<file path="src/rtl/model_write_heads_scheduler.sv">
// rtl/model_write_heads_scheduler.sv - sequences the six DNC write-head accelerators
// GA, GW, BETA get a scalar operand; E, K, V get W streamed elements.
module model_write_heads_scheduler #(
  parameter int DATA_SIZE = 64
) (
  input  logic                 CLK,
  input  logic                 RST,
  input  logic                 START,
  output logic                 READY,
  output logic                 DONE,
  input  logic [DATA_SIZE-1:0] SIZE_W_IN,
  input  logic [DATA_SIZE-1:0] GA_IN,
  input  logic [DATA_SIZE-1:0] GW_IN,
  input  logic [DATA_SIZE-1:0] BETA_IN,
  output logic                 DATA_IN_REQ,
  output logic [2:0]           CURRENT_UNIT,
  input  logic                 DATA_IN_ENABLE,
  input  logic [DATA_SIZE-1:0] DATA_IN,
  output logic [5:0]           UNIT_START,
  input  logic [5:0]           UNIT_READY,
  output logic [5:0]           UNIT_IN_ENABLE,
  output logic [DATA_SIZE-1:0] UNIT_SIZE_W_OUT,
  output logic [DATA_SIZE-1:0] UNIT_DATA_OUT
);

  typedef enum logic [2:0] {
    S_IDLE,
    S_SCALAR_START,
    S_SCALAR_WAIT,
    S_VECTOR_START,
    S_FEED,
    S_VECTOR_WAIT,
    S_DONE
  } state_t;

  state_t               state, state_nxt;
  logic [2:0]           unit_idx, unit_idx_nxt;
  logic [DATA_SIZE-1:0] w_q, ga_q, gw_q, beta_q;
  logic [DATA_SIZE-1:0] elem_cnt, data_q, size_w_q;
  logic [5:0]           in_en_q;
  logic [5:0]           unit_onehot;
  logic                 unit_rdy, accept, last_elem;

  assign unit_onehot = 6'b000001 << unit_idx;
  assign unit_rdy    = |(UNIT_READY & unit_onehot);
  assign accept      = (state == S_FEED) && DATA_IN_ENABLE;
  // W is nonzero whenever FEED is reached, so W-1 never underflows here
  assign last_elem   = accept && (elem_cnt == (w_q - DATA_SIZE'(1)));

  always_comb begin
    state_nxt    = state;
    unit_idx_nxt = unit_idx;
    case (state)
      S_IDLE: begin
        if (START) begin
          state_nxt    = S_SCALAR_START;
          unit_idx_nxt = 3'd0;
        end
      end
      S_SCALAR_START: state_nxt = S_SCALAR_WAIT;
      S_SCALAR_WAIT: begin
        if (unit_rdy) begin
          if (unit_idx != 3'd2) begin
            unit_idx_nxt = unit_idx + 3'd1;
            state_nxt    = S_SCALAR_START;
          end else begin
            unit_idx_nxt = 3'd3;
            state_nxt    = (w_q != '0) ? S_VECTOR_START : S_DONE;
          end
        end
      end
      S_VECTOR_START: state_nxt = S_FEED;
      S_FEED: begin
        if (last_elem) state_nxt = S_VECTOR_WAIT;
      end
      S_VECTOR_WAIT: begin
        if (unit_rdy) begin
          if (unit_idx != 3'd5) begin
            unit_idx_nxt = unit_idx + 3'd1;
            state_nxt    = S_VECTOR_START;
          end else begin
            state_nxt = S_DONE;
          end
        end
      end
      S_DONE:  state_nxt = S_IDLE;
      default: state_nxt = S_IDLE;
    endcase
  end

  always_ff @(posedge CLK) begin
    if (!RST) begin
      state    <= S_IDLE;
      unit_idx <= 3'd0;
      w_q      <= '0;
      ga_q     <= '0;
      gw_q     <= '0;
      beta_q   <= '0;
      elem_cnt <= '0;
      data_q   <= '0;
      size_w_q <= '0;
      in_en_q  <= '0;
    end else begin
      state    <= state_nxt;
      unit_idx <= unit_idx_nxt;
      in_en_q  <= accept ? unit_onehot : 6'b0;
      if (state == S_IDLE && START) begin
        w_q    <= SIZE_W_IN;
        ga_q   <= GA_IN;
        gw_q   <= GW_IN;
        beta_q <= BETA_IN;
        data_q <= GA_IN;
      end
      // next scalar operand is on the bus by the time its start pulse fires
      if (state == S_SCALAR_WAIT && unit_rdy && unit_idx != 3'd2)
        data_q <= (unit_idx == 3'd0) ? gw_q : beta_q;
      if (state_nxt == S_VECTOR_START)
        size_w_q <= w_q;
      if (state == S_VECTOR_START)
        elem_cnt <= '0;
      if (accept) begin
        elem_cnt <= elem_cnt + DATA_SIZE'(1);
        data_q   <= DATA_IN;
      end
    end
  end

  assign READY           = (state == S_IDLE);
  assign DONE            = (state == S_DONE);
  assign DATA_IN_REQ     = (state == S_FEED);
  assign CURRENT_UNIT    = (state == S_IDLE) ? 3'd7 : unit_idx;
  assign UNIT_START      = (state == S_SCALAR_START || state == S_VECTOR_START) ? unit_onehot : 6'b0;
  assign UNIT_IN_ENABLE  = in_en_q;
  assign UNIT_SIZE_W_OUT = size_w_q;
  assign UNIT_DATA_OUT   = data_q;

endmodule

</file>
<file path="config.mk">
export PLATFORM = sky130hd
export DESIGN_NAME = model_write_heads_scheduler
export DESIGN_NICKNAME = d
export VERILOG_FILES = /design/src/rtl/model_write_heads_scheduler.sv
export SDC_FILE = /design/constraint.sdc
export NUM_CORES = 1
export LEC_CHECK = 0
export ABC_AREA = 1
export CAP_MARGIN = 5
export CORE_ASPECT_RATIO = 1.2
export CORE_MARGIN = 5
export CORE_UTILIZATION = 50
export CTS_BUF_LIST = sky130_fd_sc_hd__clkbuf_8
export DETAILED_ROUTE_END_ITERATION = 10
export PLACE_DENSITY_LB_ADDON = 0.08
export REMOVE_ABC_BUFFERS = 1
export SLEW_MARGIN = 20
export SYNTH_ARGS = -nofsm -noshare
export SYNTH_HDL_FRONTEND = slang
export SYNTH_SLANG_ARGS = --single-unit
</file>
<file path="constraint.sdc">
create_clock -name CLK -period 8.3 [get_ports CLK]
set_clock_uncertainty 0.2 [all_clocks]
set_input_delay 1.66 -clock CLK [delete_from_list [all_inputs] [get_ports CLK]]
set_output_delay 1.66 -clock CLK [all_outputs]
set_load 0.05 [all_outputs]
</file>
# == Word level (Yosys, flattened, before mapping) ==
# Cells that the tools add are included.
# totals
regBits,396
inputBits,330
out_inout_bits,146
word_cells,65
# op_classes
add_sub_neg,3
n_eq_ne,14
shift,1
n_mux,22
bitwise,1
n_reduce_logical,15
# op_table
op,n
$mux W64,6
$add A64 B1 Y64 const B,1
$eq A64 B64 Y1,1
$reduce_bool A64 Y1,1
$sub A64 B1 Y64 const B,1
$mux W3,13
$pmux W3 S6,1
$eq A3 B2 Y1 const B,3
$eq A3 B3 Y1 const B,3
$pmux W3 S3,1
$ne A2 B2 Y1 const B,4
$and A6 B6 Y6,1
$logic_not A3 Y1,2
$mux W6,1
$reduce_bool A3 Y1,2
$reduce_or A6 Y1,1
$shl A1 B3 Y6 const A,1
$logic_and A1 B1 Y1,5
$reduce_and A5 Y1,1
$add A3 B1 Y3 const B,1
$eq A3 B1 Y1 const B,1
$ne A3 B2 Y1 const B,1
$ne A3 B3 Y1 const B,1
$reduce_and A2 Y1,1
other kinds (2),2

# == Depth between registers and ports, before layout ==
# Gate-level depths: netlist (run 1).
# depth
ltp_word,7
mapped_depth,23
depth_no_buf,21

# == Worst setup path before layout (run 1) ==
# No wires, ideal clock.
# synth_timing
path_kind,register to output
from,register state[0]
to,output CURRENT_UNIT[0]
arrival_ns,1.742
required_time_ns,6.440
path_slack_ns,4.698
path_stages_with_launch,6
path_buffers,0
cell_sequence,dfxtp_1 nor2_1 inv_1 nor2_1 inv_1 nand2_1
# synth_between
elab_chain_cells,2
# synth_lines
element,line_no,text
start: declaration,36,"state_t state, state_nxt;"
start signal: assignment,104,state <= state_nxt;
$logic_not A3 Y1,n/a,
via READY,9,"output logic READY,"
$mux W3,131,assign CURRENT_UNIT = (state == S_IDLE) ? 3'd7 : unit_idx;
end: declaration,16,"output logic [2:0] CURRENT_UNIT,"
# The timed path passes the listed nets, and every way through them passes these cells.

# == Worst setup path in the final report (run 1) ==
# layout_timing
from,input DATA_IN_ENABLE
to,register data_q[25] (netlist: UNIT_DATA_OUT[25])
# layout_between
elab_chain_cells,2
elab_cells_between_ends,3
cone_classes,1 x mux; 2 x reduce/logical
# layout_lines
element,line_no,text
start: declaration,17,"input logic DATA_IN_ENABLE,"
$logic_and A1 B1 Y1 (*),46,assign accept = (state == S_FEED) && DATA_IN_ENABLE;
$reduce_bool A3 Y1 (no line) or $mux W64 (tied branches),n/a,
end signal: assignment,116,data_q <= (unit_idx == 3'd0) ? gw_q : beta_q;
end: declaration,39,"logic [DATA_SIZE-1:0] elem_cnt, data_q, size_w_q;"
# Mark *: on every way between the ends. The rest lies on a longest branch, timed or not.
# A chain may end at the register's enable or synchronous reset.

==> impl_metrics.sql, run 1 <==
INSERT INTO impl_metrics (metric_group, metric, value, unit) VALUES
('outcome', 'status', 'finished clean', ''),
('synthesis', 'mappedNetlistArea', '0.0207', 'mm2'),
('timing', 'slew_viols_final', '0', ''),
('cells_and_area', 'fin_nets', '3888', ''),
('synthesis', 'yosysUniqueCellTypes', '49', ''),
('route', 'drt_iter0_markers', '1909', ''),
('setup_path', 'crit_end_category', 'flop', ''),
('cells_and_area', 'fraction_of_layout_cells_with_a_size_suffix_above_1', '4.25', '%'),
('timing', 'grt_setup_unrepaired', 'no', ''),
('cells_and_area', 'multi_input_area', '0.0107', 'mm2'),
('setup_path', 'critPathMostFrequentCell', 'buf_4', ''),
('timing', 'final.min_clock_period', '4.97', 'ns'),
('synthesis', 'dominantRegCellSynth', 'dfxtp_1', ''),
('route', 'drc', '0', ''),
('die', 'io_pins', '476', ''),
('synthesis', 'commonest_cells_in_the_synthesized_netlist', 'nand2_1 (813), dfxtp_1 (396), inv_1 (352), a21oi_1 (305), nor2_1 (295)', ''),
('place', 'gpl.final_weighted_congestion', '0.985', ''),
('power_and_ir_drop', 'static-leakage-power', '10.6', 'nW'),
('power_and_ir_drop', 'worst_voltage_drop_across_the_vdd_grid', '0.140', 'mV'),
('die', 'die-width', '196', 'um'),
('clock_tree', 'cts_root_buf', 'clkbuf_8', ''),
('setup_path', 'critPathLaunchType', 'input port', ''),
('clock_tree', 'ctsLongestPathBuffers', '3', ''),
('cells_and_area', 'final_core_utilization', '65.5', '%'),
('clock_tree', 'h-tree-depth', '2', ''),
('place', 'numPortBuffers', '475', ''),
('timing', 'min_period_over_period', '59.8', '%'),
('global_route', 'vias_in_the_first_global_route', '21485', ''),
('setup_path', 'crit_type', 'in2reg', ''),
('timing', 'report.final.hold_viol_count', '0', ''),
('timing', 'timing_worst_slew_pin_value', '1.07', 'ns'),
('timing', 'max_clock_freq', '201', 'MHz'),
('synthesis', 'synthMostInstantiatedCell', 'nand2_1', ''),
('cells_and_area', 'syn2layout_area_growth', '29.6', '%'),
('synthesis', 'postSynthAreaPerCell', '6.50', 'um2'),
('clock_tree', 'clock_tree_from_tritoncts', 'done', ''),
('job', 'drv.max_cap_violation_count', '0', ''),
('synthesis', 'yosys_warnings', '0', ''),
('setup_path', 'required', '8.67', 'ns'),
('synthesis', 'synth_seq_area_share', '38.4', '%'),
('setup_path', 'worstPathArrival', '5.33', 'ns'),
('global_route', 'grt_remaining_overflow', '0', ''),
('route', 'route.detailed.vias_per_inst', '5.47', ''),
('clock_tree', 'cts_resized', '0', ''),
('die', 'die-area', '0.0455', 'mm2'),
('route', 'totalWireLength', '75900', 'um'),
('synthesis', 'ys_seq_elements', '396', ''),
('timing', 'finalSetupViolations', '0', ''),
('global_route', 'grt_pass1_wl', '116000', 'um'),
('synthesis', 'asyncSetResetFlopFracSynth', '0', '%'),
('setup_path', 'crit_path_max_fanout', '104', ''),
('synthesis', 'synth.area.top_cells', 'dfxtp_1 (38%), nand2_1 (15%), a21oi_1 (7.4%)', ''),
('global_route', 'largest_net_degree_at_the_start_of_global_routing', '114', ''),
('global_route', 'antenna_found_initial', '7', ''),
('cells_and_area', 'fill_cells', '3695', ''),
('setup_path', 'critPathTopFamily', 'buffers and inverters', ''),
('power_and_ir_drop', 'sum_of_internal_switching_and_leakage_power', '5.68', 'mW'),
('clock_tree', 'cts_setup_buffers', '0', ''),
('die', 'initial_utilization', '50.6', '%'),
('synthesis', 'synth-edff-count', '0', ''),
('route', 'detailroute.via_count', '22628', ''),
('synthesis', 'synthesis.instances', '3177', ''),
('clock_tree', 'tritoncts_num_sinks', '396', ''),
('power_and_ir_drop', 'power-per-cell-area', '212', 'mW/mm2'),
('clock_tree', 'ctsHoldBuffers', '0', ''),
('timing', 'timing.max_slew.rel_slack', '28.6', '%'),
('route', 'drt-wirelength-per-cell', '18.3', 'um'),
('place', 'dp_hpwl', '56600', 'um'),
('die', 'core_area', '0.0408', 'mm2'),
('cells_and_area', 'sequential_cell_area', '0.00793', 'mm2'),
('route', 'detail-route-antenna-nets', '0', '');
==> report_power, final <==
group | internal [mW] | switching [mW] | total (mW)
Combinational | 0.595 | 1.20 | 1.79
Clock | 0.866 | 0.790 | 1.66
Sequential | 2.10 | 0.132 | 2.23
Total | 3.56 | 2.12 | 5.68
==> registers in the layout, summed over array words and instances, names as in the netlist <==
signal and cells:
UNIT_DATA_OUT 64, UNIT_SIZE_W_OUT 64, beta_q 64, elem_cnt 64, gw_q 64, w_q 64, UNIT_IN_ENABLE 6, state 3
unit_idx 3
==> worst min-delay path, stage by stage (launching register included) <==
cell,delay [ns]
dfxtp_1,0.30
inv_1,0.05
a21oi_1,0.05
==> final timing paths <==
path	start	to	depth (start not counted)	slack, ns
worst max-delay path	DATA_IN_ENABLE	UNIT_DATA_OUT[25]	9	3.33
worst min-delay path	gw_q[38]	gw_q[38]	2	0.25
worst max register to register	w_q[2]	UNIT_SIZE_W_OUT[13]	19	4.04
worst min register to register	gw_q[38]	gw_q[38]	2	0.25
==> area by class of cell <==
cell class / count / area share, %
Multi-Input combinational cell: 2237 / 39.8
Tap cell: 539 / 2.52
Sequential cell: 396 / 29.6
Clock inverter: 33 / 0.776
Clock buffer: 74 / 3.81
Antenna cell: 4 / 0.0374
Timing Repair Buffer: 493 / 18.3
Inverter: 363 / 5.10
==> cells in the final DEF, fill, tap and decap left out, types with 10 or more instances in the layout <==
cell type,count
o211ai_1,64
nand2_1,808
buf_4,18
xnor2_1,16
nand4_1,25
a31oi_1,67
nor2_1,294
a21oi_1,305
o21ai_0,290
nand3_1,168
clkdlybuf4s50_1,474
clkbuf_8,75
nor3_1,48
nor4_1,10
xor2_1,23
nor2_2,10
dfxtp_1,396
inv_1,370
a211oi_1,19
==> kinds of logic (layout without fill, tap and decap cells) <==
kind of cell    count (synthesis)  in the layout  synth area share (%)
fa+ha+maj                       7              7                 0.424
simple gates                 1405           1405                  28.3
flops                         396            396                  38.4
compound gates                786            786                  21.0
other cells                     0              4                     0
xor+xnor                       39             39                  1.65
buf+inv                       544            963                  10.3
==> metal layers <==
layer | routed length [um] | share of wire, % | up-vias | GRT usage [%]
li1 | - | - | 11160 | -
met1 | 30500 | 40 | 10368 | 38.8
met2 | 36200 | 48 | 919 | 53.4
met3 | 5560 | 7.3 | 173 | 6.20
met4 | 3570 | 4.7 | 8 | 13.8
met5 | 56 | 0.074 | - | 0
==> per-stage QoR <==
stage / std cells / TNS [ns] / cell area [um2] / setup WS [ns] / hold slack (ns)
4_1_cts: 4135 / 0 / 26700 / 3.40 / 0.250
6_report: 4139 / 0 / 26800 / 3.33 / 0.248
3_3_place_gp: 4028 / 0 / 25500 / 2.91 / 0.234
5_1_grt: 4138 / 0 / 26800 / 3.17 / 0.269
3_5_place_dp: 4028 / 0 / 25500 / 2.78 / 0.241
2_1_floorplan: 2996 / -479.84 / 19900 / -3.54 / 0.224
(Power assumes the default switching activity.)
==> inputs of run 2 (changes only) <==
--- a/config.mk
+++ b/config.mk
@@ -9,7 +9,7 @@
 export CAP_MARGIN = 5
 export CORE_ASPECT_RATIO = 1.2
 export CORE_MARGIN = 5
-export CORE_UTILIZATION = 50
+export CORE_UTILIZATION = 47
 export CTS_BUF_LIST = sky130_fd_sc_hd__clkbuf_8
 export DETAILED_ROUTE_END_ITERATION = 10
 export PLACE_DENSITY_LB_ADDON = 0.08
==> constraint.sdc (replaced) <==
create_clock -name CLK -period 4.1 [get_ports CLK]
set_clock_uncertainty 0.2 [all_clocks]
set_input_delay 0.82 -clock CLK [delete_from_list [all_inputs] [get_ports CLK]]
set_output_delay 0.82 -clock CLK [all_outputs]
set_load 0.05 [all_outputs]
==> run 2 against run 1 <==
  * Final cell count is 1.0% higher
  * Global-route usage is 0.76 points lower
  * Design area is 1.2% higher
  * Flip-flop and latch count stayed put
  * Largest cell class unchanged
==> impl_metrics.sql, run 2 (synthesized netlist as in run 1, its figures left out) <==
INSERT INTO impl_metrics (metric_group, metric, value, unit) VALUES
('timing', 'min_period_over_period', '89.8', '%'),
('setup_path', 'reg2reg_slack', '0.75', 'ns'),
('worst_hold_path', 'timing.hold.worst_path_depth', '2', ''),
('global_route', 'vias_in_the_first_global_route', '21515', ''),
('job', 'drv.max_cap_violation_count', '0', ''),
('setup_path', 'timing.rr.start', 'w_q[2]', ''),
('global_route', 'grt_pass1_wl', '119000', 'um'),
('setup_path', 'crit_type', 'reg2out', ''),
('setup_path', 'crit_path_start', 'unit_idx[0]', ''),
('timing', 'timing_worst_slew_pin_value', '0.954', 'ns'),
('cells_and_area', 'final_core_utilization', '62.1', '%'),
('clock_tree', 'ctsLongestPathBuffers', '3', ''),
('die', 'initial_utilization', '47.3', '%'),
('timing', 'timing.max_slew.rel_slack', '36.4', '%'),
('worst_hold_path', 'worst_min_path_class', 'reg2reg', ''),
('setup_path', 'crit_path_max_fanout', '43', ''),
('setup_path', 'critPathTopFamily', 'buffers and inverters', ''),
('place', 'numPortBuffers', '475', ''),
('cells_and_area', 'layout_common_cells', 'nand2_1 (808), clkdlybuf4s50_1 (474), dfxtp_1 (396)', ''),
('clock_tree', 'tritoncts_num_sinks', '396', ''),
('global_route', 'gr-usage-met2', '53.1', '%'),
('setup_path', 'crit_end_category', 'output pin', ''),
('setup_path', 'critical_path.reg2reg.endpoint', 'UNIT_SIZE_W_OUT[12]', ''),
('setup_path', 'critPathLaunchType', 'flop', ''),
('route', 'route.detailed.vias_per_inst', '5.43', ''),
('place', 'placement.cell_area', '0.0257', 'mm2'),
('timing', 'slew_viols_final', '0', ''),
('outcome', 'status', 'finished clean', ''),
('route', 'drt_iter0_markers', '1688', ''),
('setup_path', 'cp_slowest_cell', 'clkdlybuf4s50_1', ''),
('global_route', 'antenna_found_initial', '13', ''),
('route', 'totalWireLength', '78100', 'um'),
('global_route', 'gr-usage-met3', '8.18', '%'),
('worst_hold_path', 'min_delay_worst_endpoint', 'gw_q[49]', ''),
('cells_and_area', 'fin_nets', '3902', ''),
('setup_path', 'cpPeakStageDelay', '0.82', 'ns'),
('timing', 'finalSetupViolations', '0', ''),
('place', 'gpl.final_weighted_congestion', '0.987', ''),
('global_route', 'gr-usage-all-layers', '30.7', '%'),
('setup_path', 'path_cells', 'inv_1 > ha_1 > nand2_4 > nor2_1 > clkdlybuf4s50_1', ''),
('die', 'floorplan.rows', '84', ''),
('die', 'die-width', '201', 'um'),
('route', 'drc', '0', ''),
('clock_tree', 'cts.reportedPaths.clkPinSlew', '0.06', 'ns'),
('route', 'drt-wirelength-per-cell', '18.7', 'um'),
('setup_path', 'worstPathArrival', '2.66', 'ns'),
('global_route', 'globalRouteMet1Util', '36.1', '%'),
('clock_tree', 'worst_skew_pair.late_latency', '0.64', 'ns'),
('timing', 'final_critical_path_setup_slack', '0.419', 'ns'),
('timing', 'fin_hold_ws', '0.250', 'ns'),
('clock_tree', 'numCtsBuffers', '67', ''),
('power_and_ir_drop', 'worst_voltage_drop_across_the_vdd_grid', '0.286', 'mV'),
('clock_tree', 'cts_setup_buffers', '0', ''),
('cells_and_area', 'mostFrequentLayoutCell', 'nand2_1', ''),
('worst_hold_path', 'hold_start', 'gw_q[49]', ''),
('place', 'placed_cells', '4055', ''),
('timing', 'grt_setup_unrepaired', 'no', ''),
('global_route', 'grt_remaining_overflow', '0', ''),
('route', 'detailroute.via_count', '22700', ''),
('cells_and_area', 'final_cell_count_no_fill', '4181', ''),
('die', 'die-height', '240', 'um'),
('setup_path', 'worst_path_buf_inv', '2', ''),
('die', 'core_area', '0.0436', 'mm2'),
('place', 'dp_slack', '0.627', 'ns'),
('setup_path', 'required', '3.08', 'ns'),
('die', 'die-area', '0.0483', 'mm2'),
('cells_and_area', 'fraction_of_layout_cells_with_a_size_suffix_above_1', '4.76', '%'),
('cells_and_area', 'syn2layout_area_growth', '31.1', '%'),
('clock_tree', 'cts_resized', '0', ''),
('cells_and_area', 'final_design_area_no_fill', '0.0271', 'mm2'),
('die', 'io_pins', '476', ''),
('timing', 'final.min_clock_period', '3.68', 'ns'),
('global_route', 'gr-max-usage-layer', 'met2', ''),
('clock_tree', 'ctsHoldBuffers', '0', ''),
('setup_path', 'r2r.worst_path.cells', '19', ''),
('clock_tree', 'clock_tree_from_tritoncts', 'done', ''),
('global_route', 'largest_net_degree_at_the_start_of_global_routing', '198', ''),
('route', 'drtPass1Iterations', '8', ''),
('clock_tree', 'h-tree-depth', '3', ''),
('place', 'dp_hpwl', '58100', 'um'),
('power_and_ir_drop', 'power-per-cell-area', '436', 'mW/mm2'),
('clock_tree', 'cts_root_buf', 'clkbuf_8', ''),
('power_and_ir_drop', 'static-leakage-power', '10.8', 'nW'),
('route', 'detail-route-antenna-nets', '0', ''),
('timing', 'max_clock_freq', '272', 'MHz'),
('timing', 'report.final.hold_viol_count', '0', '');
[run 2: routing by layer]
metal  part of all wire [%]  vias to the layer above  wire [um]
met4                    4.1                       10       3230
met2                     48                      943      37600
li1                       -                    11199          -
met1                     40                    10381      31000
met5                  0.085                        -         66
met3                    8.0                      167       6230
[run 2: worst max path at each step]
stage                                to  slack (ns)  cells past startpoint
floorplan            UNIT_SIZE_W_OUT[0]       -6.90                      6
global placement           elem_cnt[41]        0.72                      9
detailed placement  UNIT_SIZE_W_OUT[12]        0.63                     19
CTS                       UNIT_START[0]        0.40                      5
global route              UNIT_START[0]        0.28                      5
finish                    UNIT_START[0]        0.42                      5
[run 2: worst register-to-register path: cells and delay by family (launching register included)]
kind / cells / cell delay (ns)
and+or+nand+nor: 17 / 2.39
DFF: 1 / 0.37
buffers and inverters: 2 / 0.31
[run 2: area by class of cell]
cell class                      count  area [um2]
Tap cell                          559         699
Fill cell                        4130       16500
Multi-Input combinational cell   2237       10700
Clock buffer                       85        1170
Inverter                          363        1360
Sequential cell                   396        7930
Antenna cell                        9        22.5
Clock inverter                     32         183
Timing Repair Buffer              500        5060
[run 2: through the flow]
stage                     setup TNS (ns)  total power [mW]
after floorplan                 -1587.50              6.81
after global placement                 0              8.21
after detailed placement               0              8.25
after CTS                              0              11.9
after global routing                   0              12.4
final                                  0              11.8
[run 2: power breakdown]
group | internal (mW) | leakage [nW] | total, mW | switching (mW)
clock network | 1.93 | 0.760 | 3.60 | 1.67
logic | 1.24 | 6.76 | 3.68 | 2.44
registers | 4.25 | 3.25 | 4.52 | 0.267
total | 7.42 | 10.8 | 11.8 | 4.37
